==> src/rtl/time_set_pkg.sv <==
// Shared types, field encodings and BCD helpers for the time-set front-end.
// No configuration macros are used in this file.
package time_set_pkg;

    typedef enum logic [2:0] {
        IDLE      = 3'd0,
        EDIT_HOUR = 3'd1,
        EDIT_MIN  = 3'd2,
        EDIT_SEC  = 3'd3,
        COMMIT    = 3'd4
    } state_e;

    localparam logic [1:0] FIELD_NONE = 2'd0;
    localparam logic [1:0] FIELD_HOUR = 2'd1;
    localparam logic [1:0] FIELD_MIN  = 2'd2;
    localparam logic [1:0] FIELD_SEC  = 2'd3;

    localparam logic [7:0] HOUR_MAX   = 8'h23;
    localparam logic [7:0] MINSEC_MAX = 8'h59;

    // Valid BCD ranges are ordered like plain binary, so a direct compare works.
    function automatic logic [7:0] bcd_sanitize(input logic [7:0] v, input logic [7:0] max_v);
        logic [7:0] r;
        if ((v[7:4] <= 4'd9) && (v[3:0] <= 4'd9) && (v <= max_v)) begin
            r = v;
        end else begin
            r = 8'h00;
        end
        return r;
    endfunction

    function automatic logic [7:0] bcd_step(input logic [7:0] v, input logic up,
                                            input logic [7:0] max_v);
        logic [7:0] r;
        if (up) begin
            if (v >= max_v) begin
                r = 8'h00;
            end else if (v[3:0] >= 4'd9) begin
                r = {v[7:4] + 4'd1, 4'h0};
            end else begin
                r = v + 8'd1;
            end
        end else begin
            if ((v == 8'h00) || (v > max_v)) begin
                r = max_v;
            end else if (v[3:0] == 4'd0) begin
                r = {v[7:4] - 4'd1, 4'h9};
            end else begin
                r = v - 8'd1;
            end
        end
        return r;
    endfunction

endpackage

==> src/rtl/time_set_ctrl_btn_conditioner.sv <==
// Raw button -> 2-FF synchronizer -> debounce -> one-cycle press pulse.
// TIME_SET_AUTO_REPEAT_EN adds the debounced level as an extra output.
module btn_conditioner #(
    parameter int DEBOUNCE_CYCLES = 16
) (
    input  logic d_clk,
    input  logic rst,
    input  logic btn_raw,
    output logic press
`ifdef TIME_SET_AUTO_REPEAT_EN
    ,
    output logic level
`endif
);

    localparam int CW = (DEBOUNCE_CYCLES > 1) ? $clog2(DEBOUNCE_CYCLES) : 1;
    localparam logic [CW-1:0] CNT_LAST = CW'(DEBOUNCE_CYCLES - 1);

    logic          sync1_r;
    logic          sync2_r;
    logic          level_r;
    logic          press_r;
    logic [CW-1:0] cnt_r;

    // Synchronize, then accept a new level only after enough identical samples.
    always_ff @(posedge d_clk) begin
        if (rst) begin
            sync1_r <= 1'b0;
            sync2_r <= 1'b0;
            level_r <= 1'b0;
            press_r <= 1'b0;
            cnt_r   <= {CW{1'b0}};
        end else begin
            sync1_r <= btn_raw;
            sync2_r <= sync1_r;
            press_r <= 1'b0;
            if (sync2_r == level_r) begin
                cnt_r <= {CW{1'b0}};
            end else if (cnt_r == CNT_LAST) begin
                level_r <= sync2_r;
                press_r <= sync2_r;
                cnt_r   <= {CW{1'b0}};
            end else begin
                cnt_r <= cnt_r + {{(CW-1){1'b0}}, 1'b1};
            end
        end
    end

    assign press = press_r;
`ifdef TIME_SET_AUTO_REPEAT_EN
    assign level = level_r;
`endif

endmodule

==> src/rtl/time_set_ctrl.sv <==
// Button-driven BCD time editor feeding the RTC counter's load port.
// Optional auto-repeat of up/down while held: TIME_SET_AUTO_REPEAT_EN.
module time_set_ctrl
    import time_set_pkg::*;
#(
    parameter int DEBOUNCE_CYCLES = 16,
    parameter int TIMEOUT_CYCLES  = 1000,
    parameter int REPEAT_DELAY    = 200,
    parameter int REPEAT_PERIOD   = 50
) (
    input  logic        d_clk,
    input  logic        rst,
    input  logic        btn_mode,
    input  logic        btn_up,
    input  logic        btn_down,
    input  logic [23:0] full_time,
    output logic        set,
    output logic [7:0]  set_hour,
    output logic [7:0]  set_min,
    output logic [7:0]  set_sec,
    output logic [1:0]  edit_field,
    output logic        editing
);

    localparam int TW = (TIMEOUT_CYCLES > 1) ? $clog2(TIMEOUT_CYCLES) : 1;
    localparam logic [TW-1:0] TO_LAST = TW'(TIMEOUT_CYCLES - 1);

    state_e        state_r;
    state_e        state_next_s;
    logic [7:0]    hour_r;
    logic [7:0]    min_r;
    logic [7:0]    sec_r;
    logic [7:0]    hour_next_s;
    logic [7:0]    min_next_s;
    logic [7:0]    sec_next_s;
    logic [TW-1:0] to_cnt_r;
    logic          mode_press_s;
    logic          up_press_s;
    logic          down_press_s;
    logic          mode_ev_s;
    logic          up_ev_s;
    logic          down_ev_s;
    logic          any_ev_s;
    logic          step_s;
    logic          in_edit_s;
    logic          timeout_s;
`ifdef TIME_SET_AUTO_REPEAT_EN
    logic          mode_lvl_s;
    logic          up_lvl_s;
    logic          down_lvl_s;
`endif

    btn_conditioner #(.DEBOUNCE_CYCLES(DEBOUNCE_CYCLES)) u_mode (
        .d_clk   (d_clk),
        .rst     (rst),
        .btn_raw (btn_mode),
        .press   (mode_press_s)
`ifdef TIME_SET_AUTO_REPEAT_EN
        ,
        .level   (mode_lvl_s)
`endif
    );

    btn_conditioner #(.DEBOUNCE_CYCLES(DEBOUNCE_CYCLES)) u_up (
        .d_clk   (d_clk),
        .rst     (rst),
        .btn_raw (btn_up),
        .press   (up_press_s)
`ifdef TIME_SET_AUTO_REPEAT_EN
        ,
        .level   (up_lvl_s)
`endif
    );

    btn_conditioner #(.DEBOUNCE_CYCLES(DEBOUNCE_CYCLES)) u_down (
        .d_clk   (d_clk),
        .rst     (rst),
        .btn_raw (btn_down),
        .press   (down_press_s)
`ifdef TIME_SET_AUTO_REPEAT_EN
        ,
        .level   (down_lvl_s)
`endif
    );

    assign mode_ev_s = mode_press_s;
    assign in_edit_s = (state_r == EDIT_HOUR) || (state_r == EDIT_MIN) || (state_r == EDIT_SEC);

`ifdef TIME_SET_AUTO_REPEAT_EN
    localparam int RMAX = (REPEAT_DELAY > REPEAT_PERIOD) ? REPEAT_DELAY : REPEAT_PERIOD;
    localparam int RW   = $clog2(RMAX + 1);
    localparam logic [RW-1:0] DLY_LAST = RW'(REPEAT_DELAY - 1);
    localparam logic [RW-1:0] PER_LAST = RW'(REPEAT_PERIOD - 1);

    logic          rep_held_s;
    logic          rep_fire_s;
    logic          rep_armed_r;
    logic          rep_block_r;
    logic [RW-1:0] rep_cnt_r;

    // A mode press blocks repeat until both up and down have been let go.
    assign rep_held_s = in_edit_s && (up_lvl_s ^ down_lvl_s) && !rep_block_r
                        && !mode_lvl_s && !mode_press_s;
    assign rep_fire_s = rep_held_s && (rep_armed_r ? (rep_cnt_r == PER_LAST)
                                                   : (rep_cnt_r == DLY_LAST));
    assign up_ev_s    = up_press_s   | (rep_fire_s & up_lvl_s);
    assign down_ev_s  = down_press_s | (rep_fire_s & down_lvl_s);

    // Repeat timer: initial delay, then a fixed period while the button is held.
    always_ff @(posedge d_clk) begin
        if (rst) begin
            rep_cnt_r   <= {RW{1'b0}};
            rep_armed_r <= 1'b0;
            rep_block_r <= 1'b0;
        end else begin
            if (mode_press_s) begin
                rep_block_r <= 1'b1;
            end else if (!up_lvl_s && !down_lvl_s) begin
                rep_block_r <= 1'b0;
            end else begin
                rep_block_r <= rep_block_r;
            end
            if (!rep_held_s) begin
                rep_cnt_r   <= {RW{1'b0}};
                rep_armed_r <= 1'b0;
            end else if (rep_fire_s) begin
                rep_cnt_r   <= {RW{1'b0}};
                rep_armed_r <= 1'b1;
            end else begin
                rep_cnt_r   <= rep_cnt_r + {{(RW-1){1'b0}}, 1'b1};
            end
        end
    end
`else
    assign up_ev_s   = up_press_s;
    assign down_ev_s = down_press_s;
`endif

    assign any_ev_s  = mode_ev_s | up_ev_s | down_ev_s;
    assign step_s    = up_ev_s ^ down_ev_s;
    assign timeout_s = in_edit_s && !any_ev_s && (to_cnt_r == TO_LAST);

    // Next state and edit-register update; mode outranks up/down.
    always_comb begin
        state_next_s = state_r;
        hour_next_s  = hour_r;
        min_next_s   = min_r;
        sec_next_s   = sec_r;
        case (state_r)
            IDLE: begin
                if (mode_ev_s) begin
                    state_next_s = EDIT_HOUR;
                    hour_next_s  = bcd_sanitize(full_time[23:16], HOUR_MAX);
                    min_next_s   = bcd_sanitize(full_time[15:8], MINSEC_MAX);
                    sec_next_s   = bcd_sanitize(full_time[7:0], MINSEC_MAX);
                end else begin
                    state_next_s = IDLE;
                end
            end
            EDIT_HOUR: begin
                if (mode_ev_s) begin
                    state_next_s = EDIT_MIN;
                end else if (step_s) begin
                    hour_next_s = bcd_step(hour_r, up_ev_s, HOUR_MAX);
                end else if (timeout_s) begin
                    state_next_s = IDLE;
                end else begin
                    state_next_s = EDIT_HOUR;
                end
            end
            EDIT_MIN: begin
                if (mode_ev_s) begin
                    state_next_s = EDIT_SEC;
                end else if (step_s) begin
                    min_next_s = bcd_step(min_r, up_ev_s, MINSEC_MAX);
                end else if (timeout_s) begin
                    state_next_s = IDLE;
                end else begin
                    state_next_s = EDIT_MIN;
                end
            end
            EDIT_SEC: begin
                if (mode_ev_s) begin
                    state_next_s = COMMIT;
                end else if (step_s) begin
                    sec_next_s = bcd_step(sec_r, up_ev_s, MINSEC_MAX);
                end else if (timeout_s) begin
                    state_next_s = IDLE;
                end else begin
                    state_next_s = EDIT_SEC;
                end
            end
            COMMIT:  state_next_s = IDLE;
            default: state_next_s = IDLE;
        endcase
    end

    // State, edit registers and idle timer.
    always_ff @(posedge d_clk) begin
        if (rst) begin
            state_r  <= IDLE;
            hour_r   <= 8'h00;
            min_r    <= 8'h00;
            sec_r    <= 8'h00;
            to_cnt_r <= {TW{1'b0}};
        end else begin
            state_r <= state_next_s;
            hour_r  <= hour_next_s;
            min_r   <= min_next_s;
            sec_r   <= sec_next_s;
            if (!in_edit_s || any_ev_s || (state_next_s != state_r)) begin
                to_cnt_r <= {TW{1'b0}};
            end else begin
                to_cnt_r <= to_cnt_r + {{(TW-1){1'b0}}, 1'b1};
            end
        end
    end

    // Registered outputs; set_* only move on a commit.
    always_ff @(posedge d_clk) begin
        if (rst) begin
            set        <= 1'b0;
            set_hour   <= 8'h00;
            set_min    <= 8'h00;
            set_sec    <= 8'h00;
            edit_field <= FIELD_NONE;
            editing    <= 1'b0;
        end else begin
            set     <= (state_r == COMMIT);
            editing <= in_edit_s;
            if (state_r == COMMIT) begin
                set_hour <= hour_r;
                set_min  <= min_r;
                set_sec  <= sec_r;
            end else begin
                set_hour <= set_hour;
                set_min  <= set_min;
                set_sec  <= set_sec;
            end
            case (state_r)
                EDIT_HOUR: edit_field <= FIELD_HOUR;
                EDIT_MIN:  edit_field <= FIELD_MIN;
                EDIT_SEC:  edit_field <= FIELD_SEC;
                default:   edit_field <= FIELD_NONE;
            endcase
        end
    end

endmodule
==> config.mk <==
export PLATFORM = sky130hd
export DESIGN_NAME = time_set_ctrl
export DESIGN_NICKNAME = d
export VERILOG_FILES = /design/src/rtl/time_set_pkg.sv /design/src/rtl/time_set_ctrl_btn_conditioner.sv /design/src/rtl/time_set_ctrl.sv
export SDC_FILE = /design/constraint.sdc
export NUM_CORES = 1
export LEC_CHECK = 0
export ABC_AREA = 1
export ABC_CLOCK_PERIOD_IN_PS = 1900
export CAP_MARGIN = 15
export CORE_ASPECT_RATIO = 1.4
export CORE_MARGIN = 1
export CORE_UTILIZATION = 35
export CTS_CLUSTER_DIAMETER = 30
export DETAILED_ROUTE_END_ITERATION = 8
export MAX_ROUTING_LAYER = met4
export SLEW_MARGIN = 20
export SYNTH_ARGS = -nofsm -noshare
export SYNTH_HDL_FRONTEND = slang
export SYNTH_HIERARCHICAL = 1
export SYNTH_SLANG_ARGS = --single-unit
==> constraint.sdc <==
create_clock -name d_clk -period 1.9 [get_ports d_clk]
set_input_delay 0.19 -clock d_clk [delete_from_list [all_inputs] [get_ports d_clk]]
set_output_delay 0.19 -clock d_clk [all_outputs]
set_load 0.01 [all_outputs]
* Word level (Yosys, flattened, before mapping) *
Index checks and enable logic that the tools add are counted.
Widths: inputs -> output; s select.

cells by class
  magnitude comparators = 18
  equality and inequality tests = 19
  reductions and logical operators = 40
  bitwise logic cells = 9
  add/sub/neg operators = 16
  muxes and demuxes = 42

operators with widths
  kind                   number
  $mux 8                 27
  $pmux 8 s2             3
  $add 4x1->4 const B    6
  $add 8x1->8 const B    3
  $le 4x4->1 const B     6
  $logic_not 8->1        3
  $sub 8x1->8 const B    3
  $mux 3                 6
  $reduce_or 3->1        6
  $ge 8x7->1 const B     2
  $gt 8x7->1 const B     2
  $le 8x7->1 const B     2
  $eq 4x4->1 const B     3
  $ge 4x4->1 const B     3
  $logic_not 4->1        3
  $ne 2x2->1 const B     6
  $pmux 3 s4             1
  $reduce_and 4->1       3
  $sub 4x1->4 const B    3
  $add 10x1->10 const B  1
  $eq 10x10->1 const B   1
  $ge 8x6->1 const B     1
  $gt 8x6->1 const B     1
  $le 8x6->1 const B     1
  other kinds (19)       48

storage, ports and cells
  output and inout port bits = 28
  input bits = 29
  register bits = 89
  logic and storage cells = 170

* Longest topological paths before layout *
  word-level depth = 12
  mapped depth = 12
  mapped depth without buffers = 12

* Modules after synthesis *
Netlist, hierarchy kept.

modules (own cells, without submodules)
  module           area an instance (µm²)  instances  cells an instance
  time_set_ctrl    4111.4                  1          630
  btn_conditioner  292.8                   3          33

* Worst setup path before layout *
OpenSTA, ideal clock, no wires.

  path type = reg-to-reg
  start point = reg min_r[0]
  end point = reg min_r[6]
  buffers on the path = 0
  clock period less this slack = 1.721 ns
  required time = 1.783 ns
  cell stages (with the launch flop) = 11
  slack = 0.179 ns
  arrival time = 1.604 ns
  setup time = 0.117 ns
  cell sequence = dfxtp_1 -> inv_1 -> ha_1 -> nand2_1 -> nand2_1 -> o21ai_1 -> nor2_1 -> nand2_1 -> nor2_1 -> nor3_1 -> nor2_1

on the way
  cells in the longest elaborated chain, start to end = 7

ends and longest elaborated chain
  item                                       line                                    source
  start, declared                            time_set_ctrl.sv:31                     logic [7:0] min_r;
  start signal, assigned                     time_set_ctrl.sv:209                    min_r <= min_next_s;
  $sub 8x1->8, or another cell as far along  time_set_pkg.sv:49                      r = v - 8'd1;
  $mux 8, or another cell as far along       time_set_pkg.sv:46                      end else if (v[3:0] == 4'd0) begin
  $mux 8 (on tied branches)                  time_set_pkg.sv:44, time_set_pkg.sv:36
  $mux 8 *                                   time_set_pkg.sv:35                      if (up) begin
  $mux 8 *                                   time_set_ctrl.sv:174                    end else if (step_s) begin
  $mux 8 *                                   time_set_ctrl.sv:172                    if (mode_ev_s) begin
  $pmux 8 s2 *                               time_set_ctrl.sv:149                    case (state_r)

Every way passes the cells marked *; elsewhere a longest branch is shown, timed or not. The select of a mux whose other input is x is not followed.
A chain may end at the register's enable or synchronous reset.

* Worst setup path after layout *
  start point = reg sec_r[1]
  end point = reg sec_r[3]

on the way
  cells in the longest elaborated chain, start to end = 7

ends and longest elaborated chain
  item                                       line                                    source
  start, declared                            time_set_ctrl.sv:32                     logic [7:0] sec_r;
  start signal, assigned                     time_set_ctrl.sv:210                    sec_r <= sec_next_s;
  $sub 8x1->8, or another cell as far along  time_set_pkg.sv:49
  $mux 8, or another cell as far along       time_set_pkg.sv:46
  $mux 8 (on tied branches)                  time_set_pkg.sv:44, time_set_pkg.sv:36
  $mux 8 *                                   time_set_pkg.sv:35
  $mux 8 *                                   time_set_ctrl.sv:185                    end else if (step_s) begin
  $mux 8 *                                   time_set_ctrl.sv:183                    if (mode_ev_s) begin
  $pmux 8 s2 *                               time_set_ctrl.sv:149

Marked as above.

==> summary.md <==
* number of fillers in the final layout: 1435
* relative area change from synthesis to final layout: 26.60%
* Placed Cells: 985
* cts bufs inserted: 9
* leakage power total: 0.002583 µW
* gate count after technology mapping: 729
* number of flops mapped to enable cells by yosys: 0
* initial detailed-routing violation count: 255
* gpl congestion: 0.9325
* cell taking the most area after synthesis: sky130_fd_sc_hd__dfxtp_1
* maximum vdd ir drop: 0.0005195 V
* maximum number of pins on one net before global-route repair: 49
* number of I/O pins: 57
* number of buffers on the longest clock path: 2
* worst hold-check path type: primary input to register
* cell occurring most often along the worst timing path: sky130_fd_sc_hd__nor2_1
* final critical-path share of the clock period: 91.39%
* Starting Density: 35.87%
* cell row count: 51
* Netlist cell types: 34
* Most used DFF post-synth: sky130_fd_sc_hd__dfxtp_1
* clk sinks: 89
* critical-path cell list: inv_1 -> ha_2 -> nand2_1 -> nand2_1 -> nor2_1 -> nor2_1 -> nor2_1 -> nor2_1 -> nand3_1 -> a21oi_1 -> nor2_1
* data required time at the worst endpoint: 2.13 ns
* utilization of the core after routing: 45.41%
* Sum Neg Setup Slack: 0 ns
* FMAX: 0.5759 GHz
* mean instance size in the synthesized netlist: 6.845 µm²
* global route total overflow: 0
* maxcap violations: 0
* Clock Latency Late Sink: 0.33 ns
* share of final-layout standard cells stronger than drive strength 1: 10.91%
* Port Buffers: 56
* share of total power in sequential cells: 46.2%
* Floorplan Core Area: 0.01391 mm²
* number of detailed-routing iterations run before antenna repair: 7
* count of final hold-check violations: 0
* logic gate share of total power: 3.4%
* Yosys Warn Count: 6
* H-Tree Depth: 3
* clock transition time at the flip-flop clock pins of the worst setup and hold paths: 0.06 ns
* Setup crit end kind: register
* final WL: 13030 µm
* All-Layer GR Usage: 19.15%
* final std cell area, no fill: 0.006317 mm²
* routed length per placed instance: 13.02 µm
* FF+latch count, synth: 89
* post-CTS setup repair buffer count: 0
* Max stage delay cell, worst path: sky130_fd_sc_hd__dfxtp_1
* number of nets in the final layout: 862
* wire length of the first global-routing pass: 21490 µm
* Clock Skew: 0.008962 ns
* ant diodes: 0
* status: finished, final reports clean
* Post-DP Area: 0.005964 mm²
* Pins Over Slew Limit: 0
* root buf cell: sky130_fd_sc_hd__clkbuf_16
* via count: 4936
* cts-stage hold buffer count: 0
* detailed-route DRC error count: 0
* asr flop ratio synth: 0%
* dpl hpwl: 9808 µm
* Worst Setup Start Kind: register
* post-synth top area share: 35.71%
* sequential element share of the synthesized area: 35.71%
* Pint: 3267 µW
* non-filler instance count after layout: 1001
* Chip Width: 102.9 µm
* post-detailed-route via-to-cell ratio: 4.931
* number of global-route vias before repair: 4603
* critical path fanouts, max: 7
* antenna viol nets, final: 0
* slew at the pin closest to its max-slew limit: 0.4143 ns
* cells taking the most area after synthesis: sky130_fd_sc_hd__dfxtp_1, sky130_fd_sc_hd__nand2_1, sky130_fd_sc_hd__a21oi_1
* post-synthesis net count: 780
* Die Footprint: 0.01474 mm²
* worst rel slew slack: 72.28%
* number of antenna violations at the first check in global routing: 0
* CTS tree: built
* share of total power in the clock network: 50.4%
* data arrival at the endpoint of the critical path: 1.96 ns
* Sw Share: 19.66%
* Worst Setup Path Type: register to register
* tightest hold margin: 0.3688 ns
* Switch Pwr: 799.3 µW
* fin crit period: 1.736 ns
* Final Setup Violations: 0
* Post-Syn Area: 0.004990 mm²
* die height: 143.3 µm
* Pwr per Cell Area: 643.6 mW/mm²
* Critical Path Max Stage Delay: 0.32 ns
* setup repair after global routing missed its margin: false
[power by group through the flow]
stage / clock network, µW / logic, µW / registers [µW]
after CTS: 2100 / 143 / 1880
final: 2050 / 140 / 1880
after global routing: 2190 / 156 / 1880
after detailed placement: 0 / 142 / 1920
after global placement: 0 / 142 / 1920
after floorplan: 0 / 53.3 / 1920
[worst max-delay path: cells and delay by family (launching register included)]
kind            cells  cell delay, ns
compound gates      1            0.14
fa+ha+maj           1            0.25
buf+inv             1            0.09
flops               1            0.32
simple gates        8            0.83
[area by class of cell]
class                      instances  area [µm²]  share of cell area [%]
clock buffer                      11       242.7                   3.842
tap                              185       231.5                   3.664
multi-input combinational        539        2818                   44.60
inverter                          84       315.3                   4.991
timing repair buffer              88       825.8                   13.07
sequential                        89        1782                   28.20
clock inverter                     5       102.6                   1.624
[registers in the layout, indices dropped and copies added, names as in the netlist, 2 cells and up]
register and cells:
to_cnt_r 10, hour_r 8, min_r 8, sec_r 8, set_hour 8, set_min 8
set_sec 8, u_down/cnt_r 4, u_mode/cnt_r 4, u_up/cnt_r 4, state_r 3, edit_field 2
[synth_stat cells, types with 3 or more instances]
| cell | instances |
|---|---|
| sky130_fd_sc_hd__xnor2_1 | 6 |
| sky130_fd_sc_hd__or2_1 | 3 |
| sky130_fd_sc_hd__xor2_1 | 11 |
| sky130_fd_sc_hd__ha_1 | 22 |
| sky130_fd_sc_hd__nand3_2 | 6 |
| sky130_fd_sc_hd__clkbuf_1 | 10 |
| sky130_fd_sc_hd__nand3_1 | 60 |
| sky130_fd_sc_hd__buf_2 | 5 |
| sky130_fd_sc_hd__o21ai_0 | 48 |
| sky130_fd_sc_hd__nand2_1 | 149 |
| sky130_fd_sc_hd__dfxtp_1 | 89 |
| sky130_fd_sc_hd__nor2_1 | 89 |
| sky130_fd_sc_hd__nor2_2 | 5 |
| sky130_fd_sc_hd__a21oi_1 | 68 |
| sky130_fd_sc_hd__a21oi_2 | 8 |
| sky130_fd_sc_hd__nor3_1 | 13 |
| sky130_fd_sc_hd__inv_1 | 72 |
| sky130_fd_sc_hd__nand3b_1 | 3 |
| sky130_fd_sc_hd__nand4_1 | 20 |
| sky130_fd_sc_hd__inv_2 | 10 |
| sky130_fd_sc_hd__o21ai_1 | 9 |
| sky130_fd_sc_hd__a31oi_1 | 4 |
[cell usage in the layout, fill, tap and decap left out, drive strengths merged]
cell type and n:
nand2 151, nor2 96, dfxtp 89, inv 82
a21oi 76, nand3 66, o21ai 60, clkdlybuf4s50 56
buf 32, ha 22, nand4 20, nor3 15
xor2 11, clkbuf 11, xnor2 6, a31oi 4
or2 4, nand3b 3, bufinv 3, clkinv 3
o21a 2, o31ai 1, a21o 1, o2111ai 1
clkinvlp 1
[cells by family after synthesis]
family | after synthesis | share of synthesized area [%]
flip-flops | 89 | 35.71
buffers and inverters | 101 | 8.024
adder cells (fa/ha/maj) | 22 | 5.516
AND/OR/NAND/NOR | 355 | 31.87
XOR/XNOR | 17 | 2.984
AO/OA/AOI/OAI | 145 | 15.90
[per-layer routing]
layer	global-route usage (%)	vias to the layer above	wire (µm)
met2	33.44	118	6588
met4	7.932	0	387
met3	2.692	31	463
met5	-	-	0
li1	-	2561	-
met1	21.57	2226	5590
[worst paths after layout]
check	startpoint	end	slack, ns	cells after the start
setup reg to reg	sec_r[1]	sec_r[3]	0.16	11
hold / removal	btn_down	u_down/sync1_r	0.37	3
setup / recovery	sec_r[1]	sec_r[3]	0.16	11
hold reg to reg	u_mode/sync1_r	u_mode/sync2_r	0.40	2
[per-stage QoR]
step           setup WS (ns)  total power (µW)
6_report              0.1635              4066
5_1_grt             0.007710              4218
4_1_cts               0.1497              4117
3_5_place_dp          0.1640              2062
3_3_place_gp          0.1693              2062
2_1_floorplan         0.1793              1972
[timing repair]
item | in CTS | in global routing
resized for setup | 0 | 3
hold endpoints to repair | 0 | 0
endpoints found under the setup margin | 0 | 6
(Power assumes the default switching activity.)
